**src/rtl/memctrl_arb.sv**
```systemverilog
// -----------------------------------------------------------------------------
// memctrl_arb
//
// Byte-serial RAM controller that arbitrates three requesters onto one
// byte-wide synchronous RAM port:
//   - store  (st_*) : 1, 2 or 4 byte writes from the store buffer
//   - load   (ld_*) : 1..4 byte reads, extended and broadcast on the CDB
//   - fetch  (fc_*) : LINE_BYTES byte icache line reads
//
// Parameters
//   LINE_BYTES : bytes per icache line (power of two, 4..64)
//   ADDR_W     : byte address width
//   TAG_W      : ROB index width
//
// Ports
//   clk, rst        : clock, synchronous active-high reset
//   rdy             : global ready, low freezes every register
//   rollback        : kills a load in progress and blocks a pending one
//   fc_valid/addr   : fetch request, fc_done/fc_line : fetched line
//   st_valid/addr/data/len : store request, st_done : store finished
//   ld_valid/addr/len/sext/tag : load request
//   ld_done/ld_tag_out/ld_data : load result (ld_done is the CDB enable)
//   io_full         : IO write buffer full (back-pressure on IO writes)
//   ram_wr/ram_addr/ram_dout/ram_din : RAM port, read data one cycle late
//
// Handshake: every request is a level held by the requester from the cycle it
// is raised until the cycle its done pulse is seen. The controller samples
// requests only in IDLE; a channel whose done is high in the current cycle is
// treated as idle so the still-high valid cannot relaunch it.
//
// The current FSM state is held in the enum register 'state' so checkers can
// bind to it directly.
// -----------------------------------------------------------------------------
module memctrl_arb #(
  parameter int LINE_BYTES = 16,
  parameter int ADDR_W     = 32,
  parameter int TAG_W      = 4
) (
  input  logic                    clk,
  input  logic                    rst,
  input  logic                    rdy,
  input  logic                    rollback,

  input  logic                    fc_valid,
  input  logic [ADDR_W-1:0]       fc_addr,
  output logic                    fc_done,
  output logic [8*LINE_BYTES-1:0] fc_line,

  input  logic                    st_valid,
  input  logic [ADDR_W-1:0]       st_addr,
  input  logic [31:0]             st_data,
  input  logic [1:0]              st_len,
  output logic                    st_done,

  input  logic                    ld_valid,
  input  logic [ADDR_W-1:0]       ld_addr,
  input  logic [1:0]              ld_len,
  input  logic                    ld_sext,
  input  logic [TAG_W-1:0]        ld_tag,
  output logic                    ld_done,
  output logic [TAG_W-1:0]        ld_tag_out,
  output logic [31:0]             ld_data,

  input  logic                    io_full,
  output logic                    ram_wr,
  output logic [ADDR_W-1:0]       ram_addr,
  output logic [7:0]              ram_dout,
  input  logic [7:0]              ram_din
);

  localparam int CW = $clog2(LINE_BYTES) + 1;
  localparam int LW = 8 * LINE_BYTES;
  localparam logic [CW-1:0]     CNT_ONE  = CW'(1);
  localparam logic [ADDR_W-1:0] ADDR_ONE = ADDR_W'(1);

  typedef enum logic [1:0] {
    S_IDLE  = 2'd0,
    S_STORE = 2'd1,
    S_LOAD  = 2'd2,
    S_FETCH = 2'd3
  } state_t;

  state_t            state;

  // cnt: in STORE the index of the byte currently on ram_dout; in LOAD/FETCH
  // the number of cycles spent in the state, so byte cnt-1 is on ram_din.
  logic [CW-1:0]     cnt;
  logic [CW-1:0]     last;       // index of the final byte (N-1)
  logic [CW-1:0]     cnt_inc;
  logic [CW-1:0]     cap_idx;

  logic [LW-1:0]     line_buf;   // bytes captured so far
  logic [LW-1:0]     line_next;  // line_buf with this cycle's ram_din merged in

  logic [31:0]       st_data_q;
  logic [1:0]        ld_len_q;
  logic              ld_sext_q;
  logic [TAG_W-1:0]  ld_tag_q;

  logic              wr_q;       // a write byte is being presented
  logic              io_stall;

  logic              st_elig;
  logic              ld_elig;
  logic              fc_elig;

  // Byte, half, three-byte or word result with optional sign extension.
  function automatic logic [31:0] extend(input logic [31:0] w,
                                         input logic [1:0]  len,
                                         input logic        sext);
    logic [31:0] r;
    r = w;
    case (len)
      2'd0:    r = {{24{sext & w[7]}},  w[7:0]};
      2'd1:    r = {{16{sext & w[15]}}, w[15:0]};
      2'd2:    r = {8'h00, w[23:0]};
      default: r = w;
    endcase
    return r;
  endfunction

  // Writes into the IO region (address bits 17:16 both set) must wait while
  // the IO write buffer is full. The write strobe is dropped in the same cycle
  // so the byte is never presented twice; address/count simply hold.
  assign io_stall = wr_q && (ram_addr[17:16] == 2'b11) && io_full;
  assign ram_wr   = wr_q && !io_stall;

  assign st_elig = st_valid && !st_done;
  assign ld_elig = ld_valid && !ld_done && !rollback;
  assign fc_elig = fc_valid && !fc_done;

  assign cnt_inc = cnt + CNT_ONE;
  assign cap_idx = cnt - CNT_ONE;

  always_comb begin
    line_next = line_buf;
    if (cnt != '0) begin
      line_next[{cap_idx, 3'b000} +: 8] = ram_din;
    end
  end

  always_ff @(posedge clk) begin
    if (rst) begin
      state      <= S_IDLE;
      cnt        <= '0;
      last       <= '0;
      line_buf   <= '0;
      st_data_q  <= '0;
      ld_len_q   <= '0;
      ld_sext_q  <= 1'b0;
      ld_tag_q   <= '0;
      wr_q       <= 1'b0;
      ram_addr   <= '0;
      ram_dout   <= '0;
      st_done    <= 1'b0;
      ld_done    <= 1'b0;
      fc_done    <= 1'b0;
      fc_line    <= '0;
      ld_data    <= '0;
      ld_tag_out <= '0;
    end else if (rdy) begin
      // Done outputs are single-cycle pulses.
      st_done <= 1'b0;
      ld_done <= 1'b0;
      fc_done <= 1'b0;

      case (state)
        S_IDLE: begin
          cnt <= '0;
          if (st_elig) begin
            state     <= S_STORE;
            ram_addr  <= st_addr;
            wr_q      <= 1'b1;
            ram_dout  <= st_data[7:0];
            st_data_q <= st_data;
            last      <= CW'(st_len);
          end else if (ld_elig) begin
            state     <= S_LOAD;
            ram_addr  <= ld_addr;
            wr_q      <= 1'b0;
            last      <= CW'(ld_len);
            ld_len_q  <= ld_len;
            ld_sext_q <= ld_sext;
            ld_tag_q  <= ld_tag;
          end else if (fc_elig) begin
            state     <= S_FETCH;
            ram_addr  <= fc_addr;
            wr_q      <= 1'b0;
            last      <= CW'(LINE_BYTES - 1);
          end
        end

        S_STORE: begin
          if (!io_stall) begin
            if (cnt < last) begin
              cnt      <= cnt_inc;
              ram_addr <= ram_addr + ADDR_ONE;
              ram_dout <= st_data_q[{cnt_inc[1:0], 3'b000} +: 8];
            end else begin
              wr_q     <= 1'b0;
              ram_addr <= '0;
              ram_dout <= '0;
              st_done  <= 1'b1;
              state    <= S_IDLE;
            end
          end
        end

        S_LOAD, S_FETCH: begin
          if (state == S_LOAD && rollback) begin
            // Squashed load: drop it without a CDB broadcast.
            ram_addr <= '0;
            state    <= S_IDLE;
          end else begin
            if (cnt != '0) begin
              line_buf <= line_next;
            end
            // Addresses run one cycle ahead of the captured data.
            if (cnt < last) begin
              ram_addr <= ram_addr + ADDR_ONE;
            end
            if (cnt == last + CNT_ONE) begin
              ram_addr <= '0;
              state    <= S_IDLE;
              if (state == S_LOAD) begin
                ld_done    <= 1'b1;
                ld_data    <= extend(line_next[31:0], ld_len_q, ld_sext_q);
                ld_tag_out <= ld_tag_q;
              end else begin
                fc_done    <= 1'b1;
                fc_line    <= line_next;
              end
            end else begin
              cnt <= cnt_inc;
            end
          end
        end

        default: begin
          state <= S_IDLE;
        end
      endcase
    end
  end

endmodule

```
**config.mk**
```make
export PLATFORM = sky130hd
export DESIGN_NAME = memctrl_arb
export DESIGN_NICKNAME = d
export VERILOG_FILES = /design/src/rtl/memctrl_arb.sv
export SDC_FILE = /design/constraint.sdc
export NUM_CORES = 1
export LEC_CHECK = 0
export CORE_UTILIZATION = 28
export CTS_CLUSTER_SIZE = 20
export DETAILED_ROUTE_END_ITERATION = 6
export GPL_TIMING_DRIVEN = 0
export PLACE_DENSITY = 0.47
export SYNTH_ARGS = -nofsm -noshare
export SYNTH_HDL_FRONTEND = slang
export SYNTH_SLANG_ARGS = --single-unit
```
**constraint.sdc**
```tcl
create_clock -name clk -period 7.3 [get_ports clk]
set_clock_uncertainty 0.15 [all_clocks]
set_input_delay 1.095 -clock clk [delete_from_list [all_inputs] [get_ports clk]]
set_output_delay 1.095 -clock clk [all_outputs]
set_load 0.1 [all_outputs]
```
==> results.yml <==
power_and_ir_drop:
  leakagePower_nw: 7.85
  swShare_pct: 31.2
  seqPwrFrac_pct: 40.1
  intPower_mw: 3.78
  switchingPower_mw: 1.71
  powerDensity_nw_per_um2: 225
  clkPwrFrac_pct: 41.1
  pwr-share-comb_pct: 18.8
  peakVddDrop_uv: 158
grt:
  use_met1_pct: 30.5
  grtUsageTotal_pct: 22.7
  grt_use_met2_pct: 36.9
  globalRoute.busiestLayer: "met2"
  grt.overflow.total: 0
  grt_pass1_wl_um: 114000
  grt_util_met3_pct: 4.39
  grt_pass1_vias: 17128
  grt_max_degree: 14
  antenna_found_initial: 6
clock_network:
  cts_inserted_buffers: 45
  insertion_delay_ps: 590
  clk_pin_slew_ps: 60
  holdBufCountCts: 0
  postCtsSetupBuffers: 0
  clockBufferDepth: 3
  cts_resized: 0
  htreeDepth: 2
  cts_tree: "done"
  cts_num_sinks: 385
  ctsRootBufferMaster: "clkbuf_16"
layout:
  area_growth_pct: 33.3
  final_cell_mix: "dfxtp_1, clkdlybuf4s50_1, nor2_1"
  ff_latch_area_um2: 7710
  fill_cells: 6658
  layout_commonest_cell: "dfxtp_1"
  drive_gt1_share_pct: 7.05
  final_nets: 2687
  multi_input_area_um2: 9790
setup_path:
  crit_chain: "buf_2 -> buf_2 -> buf_1 -> inv_1 -> ha_1 -> nor4_2 -> nand2_1 -> nor3_2 -> buf_2 -> clkbuf_1 -> o21ai_0 -> a21oi_1"
  crit_type: "reg -> reg"
  max_stage_delay_ps: 730
  cp_common_cell: "buf_2"
  reg2reg_setup_slack_ps: 1850
  cp_max_fo: 10
  endpoint_kind: "register"
  critPathSlowestCell: "nor3_2"
  r2r_start: "cnt[0]"
  critPathRequiredTime_ps: 7660
  arrival_ps: 5810
  crit_path_start_kind: "register"
  reg2reg_depth: 12
  cp_num_buf_inv: 6
  r2r_end: "fc_line[19]"
  cp_top_family: "buffers and inverters"
yosys:
  synthArstFlopShare_pct: 0
  syn_inst: 2116
  synth.yosys.seq_area_share_pct: 42.0
  yosys_warnings: 0
  synth_seq_cells: 385
  synthFlopType: "dfxtp_1"
  synth.distinct_cells: 86
  synth.avg_cell_area_um2: 8.66
  synth_edf_count: 0
  synth_area_um2: 18300
  syn_nets: 2282
routing:
  drt_iter0_markers: 1264
  wirelength_um: 76900
  drc_errors: 0
  vias: 17416
  ant_nets: 0
  wl_per_cell_um: 22.5
  firstDrtPassIters: 6
  vias_per_cell: 5.11
die:
  rows: 93
  die_h_um: 258
  coreArea_um2: 64600
  boundaryPins: 361
  initial_core_util_pct: 28.4
  dieWidth_um: 258
  dieArea_um2: 66500
hold_path:
  min_from: "st_data_q[18]"
  hold_end: "st_data_q[18]"
  min_path_cells: 2
  hp-class: "reg -> reg"
placed_design:
  gp_congestion: 0.906
  dp_slack_ps: 1450
  dp_hpwl_um: 59200
  port_buffers: 358
sta:
  relSlewSlack_pct: 4.22
  fin_ws_ps: 1850
  slew_violations: 0
  hold_viol: 0
  period_needed_ps: 5450
  tightest_slew_ps: 1430
  tns_ps: 0
  fin_crit_sh_pct: 74.7
  fmax_mhz: 183
  grt_setup_unrepaired: "no"
  final-setup-viol-count: 0
status:
  outcome: "finished clean"
flow_run:
  maxCapViolCount: 0
-- registers in the layout, summed over array words and instances (netlist names), 5 cells and up --
signal / flops
cnt: 5
fc_line: 128
ld_data: 32
line_buf: 128
ram_addr: 32
ram_dout: 8
st_data_q: 32
-- kinds of logic (layout without fill, tap and decap cells) --
logic type      after synthesis  after routing  share of synthesized area, %
simple gates                785            785                          19.9
mux                         241            241                          14.0
other cells                   0              1                             0
fa+ha+maj                    13             13                         0.887
compound gates              481            481                          18.1
xor+xnor                      9              9                         0.512
flops                       385            385                          42.0
buf+inv                     202            639                          4.58
-- worst min-delay path: cells and delay by family, from the launching register on --
family          cells  cell delay (ps)
simple gates        1               50
compound gates      1               50
flops               1              300
-- metal layers --
layer / wire, um / part of all wire (%)
met4: 1780 / 2.3
met5: 40 / 0.052
met1: 34800 / 45
met3: 4710 / 6.1
met2: 35500 / 46
-- Yosys cell counts (all sizes together), types with 4 or more instances --
library cell,n,area (um^2)
dfxtp,385,7710
and3,5,31.3
nor2b,6,37.5
a22oi,8,60.1
or4,4,30.0
buf,45,250
o211ai,22,165
nor2,308,1160
nor4,7,108
o221ai,4,76.3
a21boi,7,52.6
o21a,4,30.0
a31oi,6,37.5
a21o,5,37.5
inv,29,109
o32ai,12,105
ha,13,163
nor3,67,464
mux2,23,263
nand2,238,896
or3,9,56.3
a211oi,140,1100
mux4,8,180
mux2i,210,2110
nand3b,7,52.6
a21oi,152,761
nand4,13,81.3
nand2b,19,119
a311oi,13,131
xnor2,5,43.8
and2,37,231
o32a,4,40.0
clkbuf,128,480
or2,6,37.5
o21ai,68,344
o31ai,4,35.0
a221oi,5,85.1
nand3,49,245
-- worst max-delay path by stage --
stage          cells past startpoint     endpoint  slack [ps]  startpoint
2_1_floorplan                     12  ld_data[25]        3470      cnt[0]
3_3_place_gp                      12  fc_line[19]        1480      cnt[0]
3_5_place_dp                      12  fc_line[19]        1450      cnt[0]
4_1_cts                           12  fc_line[19]        1410      cnt[0]
5_1_grt                           12  fc_line[19]        1640      cnt[0]
6_report                          12  fc_line[19]        1850      cnt[0]
-- power by group through the flow --
stage / sequential [mW] / clock [mW] / combinational, mW
after floorplan: 2.45 / 0 / 0.436
after global placement: 2.25 / 0 / 1.02
after detailed placement: 2.24 / 0 / 1.03
after CTS: 2.20 / 2.30 / 1.03
after global routing: 2.21 / 2.40 / 1.09
final: 2.20 / 2.26 / 1.03
-- stage by stage --
step	total power, mW	hold WS [ps]	util [%]	std cells	area, um^2
2_1_floorplan	2.89	283	-	2116	18300
3_3_place_gp	3.27	292	35.6	3329	23000
6_report	5.49	303	37.8	3409	24400
5_1_grt	5.69	323	37.8	3409	24400
3_5_place_dp	3.27	298	35.6	3329	23000
4_1_cts	5.53	306	37.8	3408	24400
-- final cells by class --
| type | instances | area share, % |
|---|---|---|
| antenna | 1 | 0.0102 |
| buffer | 173 | 2.99 |
| clock buffer | 63 | 5.21 |
| clock inverter | 16 | 0.696 |
| inverter | 29 | 0.445 |
| multi-input combinational | 1529 | 40.1 |
| sequential | 385 | 31.5 |
| tap | 855 | 4.38 |
| timing repair buffer | 358 | 14.7 |
(Power assumes the default switching activity.)
